`src/rtl/alarm_sequencer.sv`:
```
// rtl/alarm_sequencer.sv - alarm tune sequencer: ring timeout, snooze, snooze limit, song escalation
module alarm_sequencer #(
    parameter int RING_SECS   = 60,
    parameter int SNOOZE_SECS = 540,
    parameter int MAX_SNOOZES = 3,
    parameter int ESCALATE    = 1,
    parameter int CNT_W       = 10
) (
    input  logic             clk,
    input  logic             rst,
    input  logic             tick_1hz,
    input  logic             arm_en,
    input  logic             alarm_match,
    input  logic             snooze_btn,
    input  logic             stop_btn,
    input  logic [1:0]       song_cfg,
    output logic             alarm,
    output logic [1:0]       sel,
    output logic             song_restart,
    output logic             missed,
    output logic [1:0]       state,
    output logic [CNT_W-1:0] secs_left
);

    typedef enum logic [1:0] {
        IDLE   = 2'd0,
        RING   = 2'd1,
        SNOOZE = 2'd2
    } state_t;

    localparam logic [CNT_W-1:0] RING_LOAD   = CNT_W'(RING_SECS);
    localparam logic [CNT_W-1:0] SNOOZE_LOAD = CNT_W'(SNOOZE_SECS);
    localparam logic [CNT_W-1:0] CNT_ONE     = CNT_W'(1);
    localparam logic [2:0]       MAX_SNZ     = 3'(MAX_SNOOZES);

    state_t           st_q, st_d;
    logic [CNT_W-1:0] cnt_q, cnt_d;
    logic [1:0]       sel_d;
    logic [2:0]       snz_q, snz_d;
    logic             restart_d, missed_d;
    logic             match_q, snooze_q, stop_q;
    logic             match_evt, snooze_evt, stop_evt;

    // Previous-level registers reset high so a level held through reset is not an event.
    assign match_evt  = alarm_match & ~match_q;
    assign snooze_evt = snooze_btn  & ~snooze_q;
    assign stop_evt   = stop_btn    & ~stop_q;

    always_comb begin
        st_d      = st_q;
        cnt_d     = cnt_q;
        sel_d     = sel;
        snz_d     = snz_q;
        missed_d  = missed;
        restart_d = 1'b0;
        if (!arm_en) begin
            st_d  = IDLE;
            cnt_d = '0;
        end else if (stop_evt) begin
            st_d     = IDLE;
            cnt_d    = '0;
            missed_d = 1'b0;
        end else begin
            case (st_q)
                IDLE: begin
                    if (match_evt) begin
                        st_d      = RING;
                        cnt_d     = RING_LOAD;
                        sel_d     = song_cfg;
                        snz_d     = '0;
                        restart_d = 1'b1;
                    end
                end
                RING: begin
                    if (snooze_evt && (snz_q < MAX_SNZ)) begin
                        st_d  = SNOOZE;
                        cnt_d = SNOOZE_LOAD;
                        snz_d = snz_q + 3'd1;
                    end else if (tick_1hz) begin
                        if (cnt_q == CNT_ONE) begin
                            st_d     = IDLE;
                            cnt_d    = '0;
                            missed_d = 1'b1;
                        end else begin
                            cnt_d = cnt_q - CNT_ONE;
                        end
                    end
                end
                SNOOZE: begin
                    if (tick_1hz) begin
                        if (cnt_q == CNT_ONE) begin
                            st_d      = RING;
                            cnt_d     = RING_LOAD;
                            restart_d = 1'b1;
                            if (ESCALATE != 0) sel_d = sel + 2'd1;
                        end else begin
                            cnt_d = cnt_q - CNT_ONE;
                        end
                    end
                end
                default: begin
                    st_d  = IDLE;
                    cnt_d = '0;
                end
            endcase
        end
    end

    always_ff @(posedge clk or posedge rst) begin
        if (rst) begin
            st_q         <= IDLE;
            cnt_q        <= '0;
            sel          <= 2'd0;
            snz_q        <= 3'd0;
            missed       <= 1'b0;
            song_restart <= 1'b0;
            alarm        <= 1'b0;
            match_q      <= 1'b1;
            snooze_q     <= 1'b1;
            stop_q       <= 1'b1;
        end else begin
            st_q         <= st_d;
            cnt_q        <= cnt_d;
            sel          <= sel_d;
            snz_q        <= snz_d;
            missed       <= missed_d;
            song_restart <= restart_d;
            alarm        <= (st_d == RING);
            match_q      <= alarm_match;
            snooze_q     <= snooze_btn;
            stop_q       <= stop_btn;
        end
    end

    assign state     = st_q;
    assign secs_left = cnt_q;

endmodule

```
`config.mk`:
```
export PLATFORM = sky130hd
export DESIGN_NAME = alarm_sequencer
export DESIGN_NICKNAME = d
export VERILOG_FILES = /design/src/rtl/alarm_sequencer.sv
export SDC_FILE = /design/constraint.sdc
export NUM_CORES = 1
export LEC_CHECK = 0
export CAP_MARGIN = 5
export CORE_ASPECT_RATIO = 0.8
export CORE_MARGIN = 4
export CORE_UTILIZATION = 45
export DETAILED_ROUTE_END_ITERATION = 6
export PLACE_DENSITY = 0.83
export SLEW_MARGIN = 5
export SYNTH_ARGS = -nofsm -noshare
export SYNTH_HDL_FRONTEND = slang
export SYNTH_SLANG_ARGS = --single-unit
```
`constraint.sdc`:
```
create_clock -name clk -period 2.1 [get_ports clk]
set_input_delay 0.21 -clock clk [delete_from_list [all_inputs] [get_ports clk]]
set_output_delay 0.21 -clock clk [all_outputs]
set_load 0.02 [all_outputs]
```
==> results of run 1 <==
repair_timing:
item / in CTS / in global routing
hold buffers: 0 / 0
pin swaps: 3 / 5
endpoints found under the setup margin: 5 / 14
resized for setup: 4 / 11
buffers inserted: 4 / 3
stage by stage:
step | total power, µW | cells
global route | 1270 | 230
finish | 1210 | 230
CTS | 1180 | 227
detailed placement | 891 | 219
global placement | 872 | 219
floorplan | 722 | 143
registers in the layout, summed over array words and instances (netlist names):
register and flops:
alarm 1, match_q 1, missed 1, secs_left 10, sel 2, snooze_q 1, snz_q 3, song_restart 1
state 2, stop_q 1
power groups by stage:
stage / Sequential [µW] / Clock (µW) / Combinational, µW
after CTS: 516 / 285 / 379
after detailed placement: 525 / 0 / 367
after global routing: 524 / 308 / 437
after global placement: 521 / 0 / 351
final: 518 / 277 / 411
after floorplan: 560 / 0 / 162
tightest hold or removal path: stages:
cell             delay, ps
clkdlybuf4s50_1        400
inv_1                   70
buf_4                  190
cell families (layout without fill, tap and decap cells):
kind of cell / after synthesis / count (layout) / synth area share
multiplexers: 2 / 2 / 0.0159
flip-flops: 23 / 23 / 0.433
AO/OA/AOI/OAI: 45 / 45 / 0.238
AND/OR/NAND/NOR: 53 / 53 / 0.220
buffers and inverters: 15 / 64 / 0.0524
adder cells (fa/ha/maj): 3 / 3 / 0.0281
XOR/XNOR: 2 / 2 / 0.0131
Yosys cell counts (3+ instances only):
cell / count / share of area
a21oi_1: 10 / 0.037
a31oi_1: 3 / 0.014
dfrtp_1: 20 / 0.37
dfstp_2: 3 / 0.059
ha_1: 3 / 0.028
inv_1: 10 / 0.028
nand2_1: 14 / 0.039
nand2b_1: 3 / 0.014
nand3_1: 5 / 0.019
nor2_1: 11 / 0.031
nor3_1: 3 / 0.011
o21ai_0: 5 / 0.019
o21ai_1: 3 / 0.011
o22ai_1: 3 / 0.014
per-layer routing:
layer  vias to the layer above  track usage
li1                        629            -
met2                       116        0.341
met4                         0       0.0667
met5                         -            0
met1                       665        0.313
met3                        20       0.0520
how the worst max path moves through the flow:
stage	endpoint	slack, ps	cells past startpoint
3_3_place_gp	secs_left[6]$_DFFE_PP0P_	50	7
4_1_cts	secs_left[8]$_DFFE_PP0P_	-20	7
6_report	secs_left[8]$_DFFE_PP0P_	-80	7
2_1_floorplan	secs_left[6]$_DFFE_PP0P_	-50	8
5_1_grt	secs_left[6]$_DFFE_PP0P_	-130	7
3_5_place_dp	secs_left[6]$_DFFE_PP0P_	-30	7
cell type report:
| cell class | instances | area share |
|---|---|---|
| multi-input cells | 105 | 0.399 |
| inverters | 10 | 0.0196 |
| repair buffers | 50 | 0.229 |
| well taps | 38 | 0.0248 |
| clock inverters | 1 | 0.00261 |
| flip-flops and latches | 23 | 0.304 |
| clock buffers | 3 | 0.0216 |
==> reports/qor.csv, run 1 <==
stage,metric,value,unit
status,outcome,"complete, but fails checks",
status,violations,negative setup slack,
critical_path,crit_arrival,2330,ps
critical_path,r2r-start,secs_left[1]$_DFFE_PP0P_,
critical_path,cp-start-kind,flip-flop,
layout,stdcell_area,0.00191,mm²
yosys,synth-edff-count,0,
yosys,ys_seq_area_frac,0.433,
sta,setup_viol,7,
critical_path,crit_required,2250,ps
routing,met3_length,470,µm
routing,via_count,1430,
sta,final_hold_viol_count,0,
sta,rsz0062_at_grt,true,
routing,wl_met1,1630,µm
critical_path,cp_slowest_cell,or4_4,
pwr,p_per_area,630,mW/mm²
sta,finalWorstSetupSlack,-78.5,ps
grt,antenna_found_initial,0,
run,max_cap_viol_count,0,
placed_design,port_buffers,25,
cts,h-tree-depth,1,
routing,drc,0,
pwr,combPwrFrac,0.340,
grt,grt_max_degree,14,
grt,gr-total-overflow,0,
layout,fillerInstances,199,
yosys,synthFlopType,dfrtp_1,
critical_path,worstReg2RegEnd,secs_left[8]$_DFFE_PP0P_,
routing,totalWireLength,4200,µm
layout,fin_util,0.682,
sta,fin_crit_sh,1.04,
critical_path,critPathCaptureType,flip-flop,
layout,syn_to_final_growth,43.1,%
yosys,synth.net_count,155,
sta,holdWs,243,ps
layout,multi_input_area,763,µm²
yosys,yosys_warnings,0,
layout,layout_common_cells,"25 x clkdlybuf4s50_1, 25 x buf_4, 18 x dfrtp_1",
critical_path,critPathLaunch,secs_left[1]$_DFFE_PP0P_,
die,die_area,0.00391,mm²
cts,cts.clk_slew.worst_paths,90,ps
placed_design,place_congestion,0.972,
yosys,syn_avg_cell_area,9.35,µm²
die,ios,26,
layout,finalNetCount,205,
sta,slew_viol_final,0,
critical_path,critical-path-top-delay-family,simple AND/OR/NAND/NOR gates,
critical_path,reg2reg_depth,7,
die,num_rows,17,
critical_path,crit_type,reg -> reg,
critical_path,worst-path-buf-inv,1,
worst_hold_path,hold_path_class,in -> async,
yosys,async_flop_share,1.00,
cts,clk_latency,270,ps
yosys,synthCells,143,
pwr,swShare,0.336,
critical_path,crit_fanout,7,
critical_path,cpPeakStageDelay,500,ps
sta,relSlewSlack,0.670,
routing,drt-pass1-iter-count,5,
layout,drive_gt1_frac,0.318,
routing,ant_nets,0,
routing,viasPerCell,6.22,
grt,grtUsageTotal,0.224,
placed_design,hpwlAfterDp,2810,µm
die,initial_core_util,0.476,
die,fp.dieW,69.0,µm
sta,fin_crit,2180,ps
routing,wl_met2,1940,µm
layout,num_antenna_cells,0,
sta,setup-tns-final,-343,ps
yosys,synth_cell_types,50,
pwr,pwr-share-clk,0.230,
critical_path,r2r_setup_slack,-80,ps
pwr,p_leak,0.000776,µW
routing,dr.max_layer_used,met4,
routing,first_iter_violations,201,
die,core,0.00281,mm²
sta,clock_skew,9.43,ps
layout,seq_area,582,µm²
cts,cts-root-buf,clkbuf_8,
critical_path,crit_chain,"inv_2, ha_4, or4b_4, or4_4, o211a_4, a21oi_2, o22ai_1",
pwr,seqPwrFrac,0.430,
sta,worst_pin_slew,495,ps
die,die_y,56.8,µm
grt,grt_pass1_wl,6620,µm
sta,max_freq,459,MHz
placed_design,dpl_cell_area,0.00174,mm²
yosys,netlist_area,0.00134,mm²
pwr,intPower,801,µW
placed_design,dp_slack,-26.4,ps
cts,cts.sinks,23,
grt,grt_pass1_vias,1310,
pwr,peakVddDrop,419,µV
yosys,ys_ff_latch,23,
cts,tritoncts,done,
routing,wl_per_cell,18.2,µm
cts,cts_buffers,3,
pwr,p_sw,405,µW
cts,clock_path_buffers,2,
Power figures use the tool's default switching activity.
==> run 2: changes to the inputs <==
--- a/config.mk
+++ b/config.mk
@@ -7,10 +7,10 @@
 export LEC_CHECK = 0
 export CAP_MARGIN = 5
 export CORE_ASPECT_RATIO = 0.8
-export CORE_MARGIN = 4
-export CORE_UTILIZATION = 45
+export CORE_MARGIN = 3
+export CORE_UTILIZATION = 31
 export DETAILED_ROUTE_END_ITERATION = 6
-export PLACE_DENSITY = 0.83
+export PLACE_DENSITY = 0.63
 export SLEW_MARGIN = 5
 export SYNTH_ARGS = -nofsm -noshare
 export SYNTH_HDL_FRONTEND = slang
==> reports/qor.csv, run 2 (synthesis results as in run 1) <==
stage,metric,value,unit
sta,final_hold_viol_count,0,
critical_path,worstReg2RegEnd,sel[1]$_DFFE_PP0P_,
routing,totalWireLength,4000,µm
routing,drc,0,
grt,antenna_found_initial,0,
status,violations,negative setup slack,
sta,slew_viol_final,0,
critical_path,r2r-start,secs_left[1]$_DFFE_PP0P_,
cts,cts_buffers,3,
layout,multi_input_area,777,µm²
die,ios,26,
layout,largest_reg_flops,10,
grt,grt_pass1_wl,6380,µm
grt,grt_max_degree,24,
routing,first_iter_violations,74,
cts,h-tree-depth,1,
routing,wl_per_cell,15.9,µm
critical_path,crit_chain,"inv_2, ha_4, or4b_4, buf_6, nor4_4, buf_4, and3_4, a31oi_1, o22a_1",
sta,fin_crit_sh,1.01,
layout,fillerInstances,370,
cts,cts.clk_slew.worst_paths,80,ps
cts,hold_buffers,0,
sta,finalWorstSetupSlack,-30.1,ps
critical_path,crit_arrival,2290,ps
critical_path,crit_type,reg -> reg,
grt,grtUsageTotal,0.156,
die,die_area,0.00514,mm²
worst_hold_path,hold_path_class,in -> async,
pwr,p_per_area,601,mW/mm²
layout,layout_common_cells,"26 x buf_4, 25 x clkdlybuf4s50_1, 18 x dfrtp_1",
die,initial_core_util,0.336,
sta,setup-tns-final,-60.5,ps
die,core,0.00398,mm²
die,fp.dieW,79.4,µm
critical_path,r2r_setup_slack,-30,ps
grt,gr-total-overflow,0,
grt,grt_pass1_vias,1309,
layout,num_antenna_cells,0,
routing,via_count,1338,
critical_path,worst-path-buf-inv,3,
sta,clock_skew,2.51,ps
layout,drive_gt1_frac,0.350,
cts,clock_path_buffers,2,
layout,finalNetCount,210,
placed_design,place_congestion,0.853,
routing,viasPerCell,5.31,
placed_design,port_buffers,25,
cts,clk_latency,260,ps
critical_path,critical-path-top-delay-family,simple AND/OR/NAND/NOR gates,
sta,relSlewSlack,0.680,
sta,fin_crit,2130,ps
critical_path,cp-start-kind,flip-flop,
sta,setup_viol,3,
routing,ant_nets,0,
layout,syn_to_final_growth,49.6,%
sta,max_freq,469,MHz
critical_path,critPathCaptureType,flip-flop,
cts,cts-root-buf,clkbuf_8,
critical_path,reg2reg_depth,9,
die,die_y,64.8,µm
placed_design,hpwlAfterDp,2850,µm
critical_path,crit_fanout,3,
layout,final_common_cell,buf_4,
placed_design,dp_slack,-20.9,ps
sta,rsz0062_at_grt,true,
cts,cts.sinks,23,
status,outcome,"complete, but fails checks",
pwr,peakVddDrop,381,µV
critical_path,cpPeakStageDelay,470,ps
run,max_cap_viol_count,0,
layout,seq_area,582,µm²
pwr,p_leak,0.000801,µW
cts,tritoncts,done,
critical_path,crit_required,2260,ps
die,num_rows,20,
routing,drt-pass1-iter-count,4,
sta,worst_pin_slew,478,ps
critical_path,cp_slowest_cell,or4b_4,
-- run 2: cell count changes in the layout (fill, tap and decap cells not counted), sizes merged --
| cell | change |
|---|---|
| buf | +5 |
| clkbuf | +1 |
| clkinv | -1 |
-- run 2: metal layers --
layer  global-route usage  up-vias  wire [µm]
met4               0.0215        0         26
met2                0.253       39       1940
met5                    0        -          0
met3               0.0375        6        242
met1                0.216      660       1790
li1                     -      633          -
-- run 2: timing repair --
| item | CTS | global route |
|---|---|---|
| pin swaps | 10 | 12 |
| setup buffers | 11 | 1 |
| setup endpoints to repair | 5 | 17 |
| resized for setup | 8 | 18 |
-- run 2: layout make-up --
class	count	area share
tap	55	0.0344
clock buffer	4	0.0225
sequential	23	0.291
inverter	10	0.0188
timing repair buffer	55	0.245
multi-input combinational	105	0.388
-- run 2: tightest hold or removal path, stage by stage --
cell and delay [ps]:
clkdlybuf4s50_1 400, inv_1 50, buf_4 290
-- run 2: power breakdown --
part / switching [µW] / internal, µW
clock network: 141 / 136
registers: 34.1 / 483
logic: 217 / 191
-- run 2: worst max path at each step --
stage | start | to | slack (ps) | cells past startpoint
CTS | secs_left[1]$_DFFE_PP0P_ | sel[1]$_DFFE_PP0P_ | -30 | 9
global route | secs_left[1]$_DFFE_PP0P_ | sel[1]$_DFFE_PP0P_ | -130 | 9
global placement | secs_left[1]$_DFFE_PP0P_ | secs_left[8]$_DFFE_PP0P_ | 40 | 7
floorplan | secs_left[1]$_DFFE_PP0P_ | secs_left[6]$_DFFE_PP0P_ | -50 | 8
detailed placement | secs_left[1]$_DFFE_PP0P_ | secs_left[7]$_DFFE_PP0P_ | -20 | 7
finish | secs_left[1]$_DFFE_PP0P_ | sel[1]$_DFFE_PP0P_ | -30 | 9
-- run 2: through the flow --
step                      instance area (µm²)   util  cells  hold WS, ps  power, µW
after floorplan                          1340      -    143          210        722
after CTS                                1930  0.485    251          294       1180
after detailed placement                 1760  0.443    236          515        891
after global routing                     2000  0.503    252          326       1260
final                                    2000  0.503    252          288       1200
after global placement                   1760  0.443    236          509        876
==> run 3: changes to the inputs <==
--- a/config.mk
+++ b/config.mk
@@ -8,9 +8,10 @@
 export CAP_MARGIN = 5
 export CORE_ASPECT_RATIO = 0.8
 export CORE_MARGIN = 3
-export CORE_UTILIZATION = 31
+export CORE_UTILIZATION = 46
 export DETAILED_ROUTE_END_ITERATION = 6
-export PLACE_DENSITY = 0.63
+export GPL_ROUTABILITY_DRIVEN = 0
+export PLACE_DENSITY = 0.84
 export SLEW_MARGIN = 5
 export SYNTH_ARGS = -nofsm -noshare
 export SYNTH_HDL_FRONTEND = slang
==> reports/qor.csv, run 3 (synthesis results as in run 1) <==
stage,metric,value,unit
status,outcome,"complete, but fails checks",
status,violations,negative setup slack,
die,die_y,54.2,µm
sta,rsz0062_at_grt,true,
cts,clock_path_buffers,2,
placed_design,dpl_cell_area,0.00172,mm²
critical_path,crit_fanout,6,
die,die_area,0.00359,mm²
layout,final_common_cell,clkdlybuf4s50_1,
sta,worst_pin_slew,531,ps
layout,drive_gt1_frac,0.269,
sta,fin_crit,2180,ps
sta,final_hold_viol_count,0,
critical_path,critPathLaunch,secs_left[1]$_DFFE_PP0P_,
layout,layout_common_cells,"25 x clkdlybuf4s50_1, 18 x dfrtp_1, 18 x buf_4",
routing,totalWireLength,3830,µm
layout,stdcell_area,0.00186,mm²
cts,cts.sinks,23,
critical_path,cpPeakStageDelay,490,ps
die,core,0.00260,mm²
die,fp.dieW,66.3,µm
cts,cts-root-buf,clkbuf_4,
layout,fillerInstances,189,
critical_path,cp-start-kind,flip-flop,
layout,finalNetCount,199,
critical_path,crit_required,2320,ps
routing,via_count,1340,
grt,grtUsageTotal,0.220,
routing,viasPerCell,6.04,
sta,setup_viol,8,
die,num_rows,16,
cts,tritoncts,done,
placed_design,dp_slack,-49.1,ps
grt,grt_pass1_wl,6000,µm
cts,cts_buffers,3,
die,ios,26,
pwr,peakVddDrop,444,µV
layout,syn_to_final_growth,38.7,%
worst_hold_path,hold_path_class,in -> async,
critical_path,cp_slowest_cell,or4_4,
placed_design,port_buffers,25,
sta,max_freq,458,MHz
sta,finalWorstSetupSlack,-81.1,ps
sta,relSlewSlack,0.645,
pwr,p_leak,0.000731,µW
sta,fin_crit_sh,1.04,
routing,drt-pass1-iter-count,4,
placed_design,hpwlAfterDp,2560,µm
grt,gr-total-overflow,0,
layout,fin_util,0.713,
routing,first_iter_violations,110,
sta,slew_viol_final,0,
critical_path,crit_type,reg -> reg,
die,initial_core_util,0.514,
cts,h-tree-depth,1,
layout,num_antenna_cells,0,
cts,cts.clk_slew.worst_paths,130,ps
critical_path,crit_arrival,2400,ps
grt,grt_pass1_vias,1250,
grt,grt_max_degree,24,
routing,wl_per_cell,17.2,µm
grt,antenna_found_initial,0,
routing,ant_nets,0,
run,max_cap_viol_count,0,
critical_path,crit_chain,"inv_2, ha_4, or4b_4, or4_4, o211a_4, a21oi_2, o22ai_2",
critical_path,r2r-start,secs_left[1]$_DFFE_PP0P_,
routing,drc,0,
critical_path,worst-path-buf-inv,1,
pwr,fin_total_pwr,1130,µW
sta,clock_skew,6.23,ps
critical_path,critical-path-top-delay-family,simple AND/OR/NAND/NOR gates,
layout,largest_reg_flops,10,
critical_path,critPathCaptureType,flip-flop,
sta,setup-tns-final,-294,ps
pwr,p_per_area,607,mW/mm²
cts,clk_latency,330,ps
==> run 3: path summary, 6_finish.rpt <==
| check | cells after the start | slack, ps | to |
|---|---|---|---|
| worst max-delay path | 7 | -80 | secs_left[8]$_DFFE_PP0P_ |
| worst min-delay path | 3 | 210 | secs_left[6]$_DFFE_PP0P_ |
| worst max register to register | 7 | -80 | secs_left[8]$_DFFE_PP0P_ |
| worst min register to register | 2 | 530 | missed$_DFFE_PP0P_ |
| max in group asynchronous | 3 | 1600 | stop_q$_DFF_PP1_ |
| min in group clk | 1 | 320 | match_q$_DFF_PP1_ |
==> run 3: final cells by class <==
type	instances	area [µm²]	area share
clock buffer	4	26.3	0.0142
multi-input combinational	105	768	0.414
timing repair buffer	44	397	0.214
inverter	10	37.5	0.0202
tap	36	45.0	0.0243
sequential	23	582	0.314
==> run 3: power breakdown <==
part           leakage (µW)  switching [µW]  internal (µW)
Sequential         0.000294            30.5            483
Clock             0.0000150             142           74.6
Combinational      0.000422             217            179
==> run 3: worst reg2reg max path, cell delays in order, from the launching register on <==
cell and delay, ps:
dfrtp_2 430, inv_2 80, ha_4 120, or4b_4 470, or4_4 490, o211a_4 210, a21oi_2 190, o22ai_2 100
==> run 3: repair_timing <==
action	CTS	global route
pin swaps	5	10
cloned	0	0
buffers inserted	3	0
setup endpoints to repair	5	15
endpoints found under the hold margin	0	0
hold buffers	0	0
gates resized for setup	2	15
==> run 3: per-stage QoR <==
step / hold slack [ps] / instances
6_report: 210 / 222
5_1_grt: 264 / 222
4_1_cts: 230 / 222
3_5_place_dp: 504 / 215
3_3_place_gp: 505 / 215
2_1_floorplan: 210 / 143
==> run 3: layer usage <==
layer	part of all wire	GRT usage	vias up
li1	-	-	606
met1	0.44	0.295	650
met2	0.46	0.367	71
met3	0.068	0.0472	13
met4	0.025	0.0541	0
met5	0	0	-
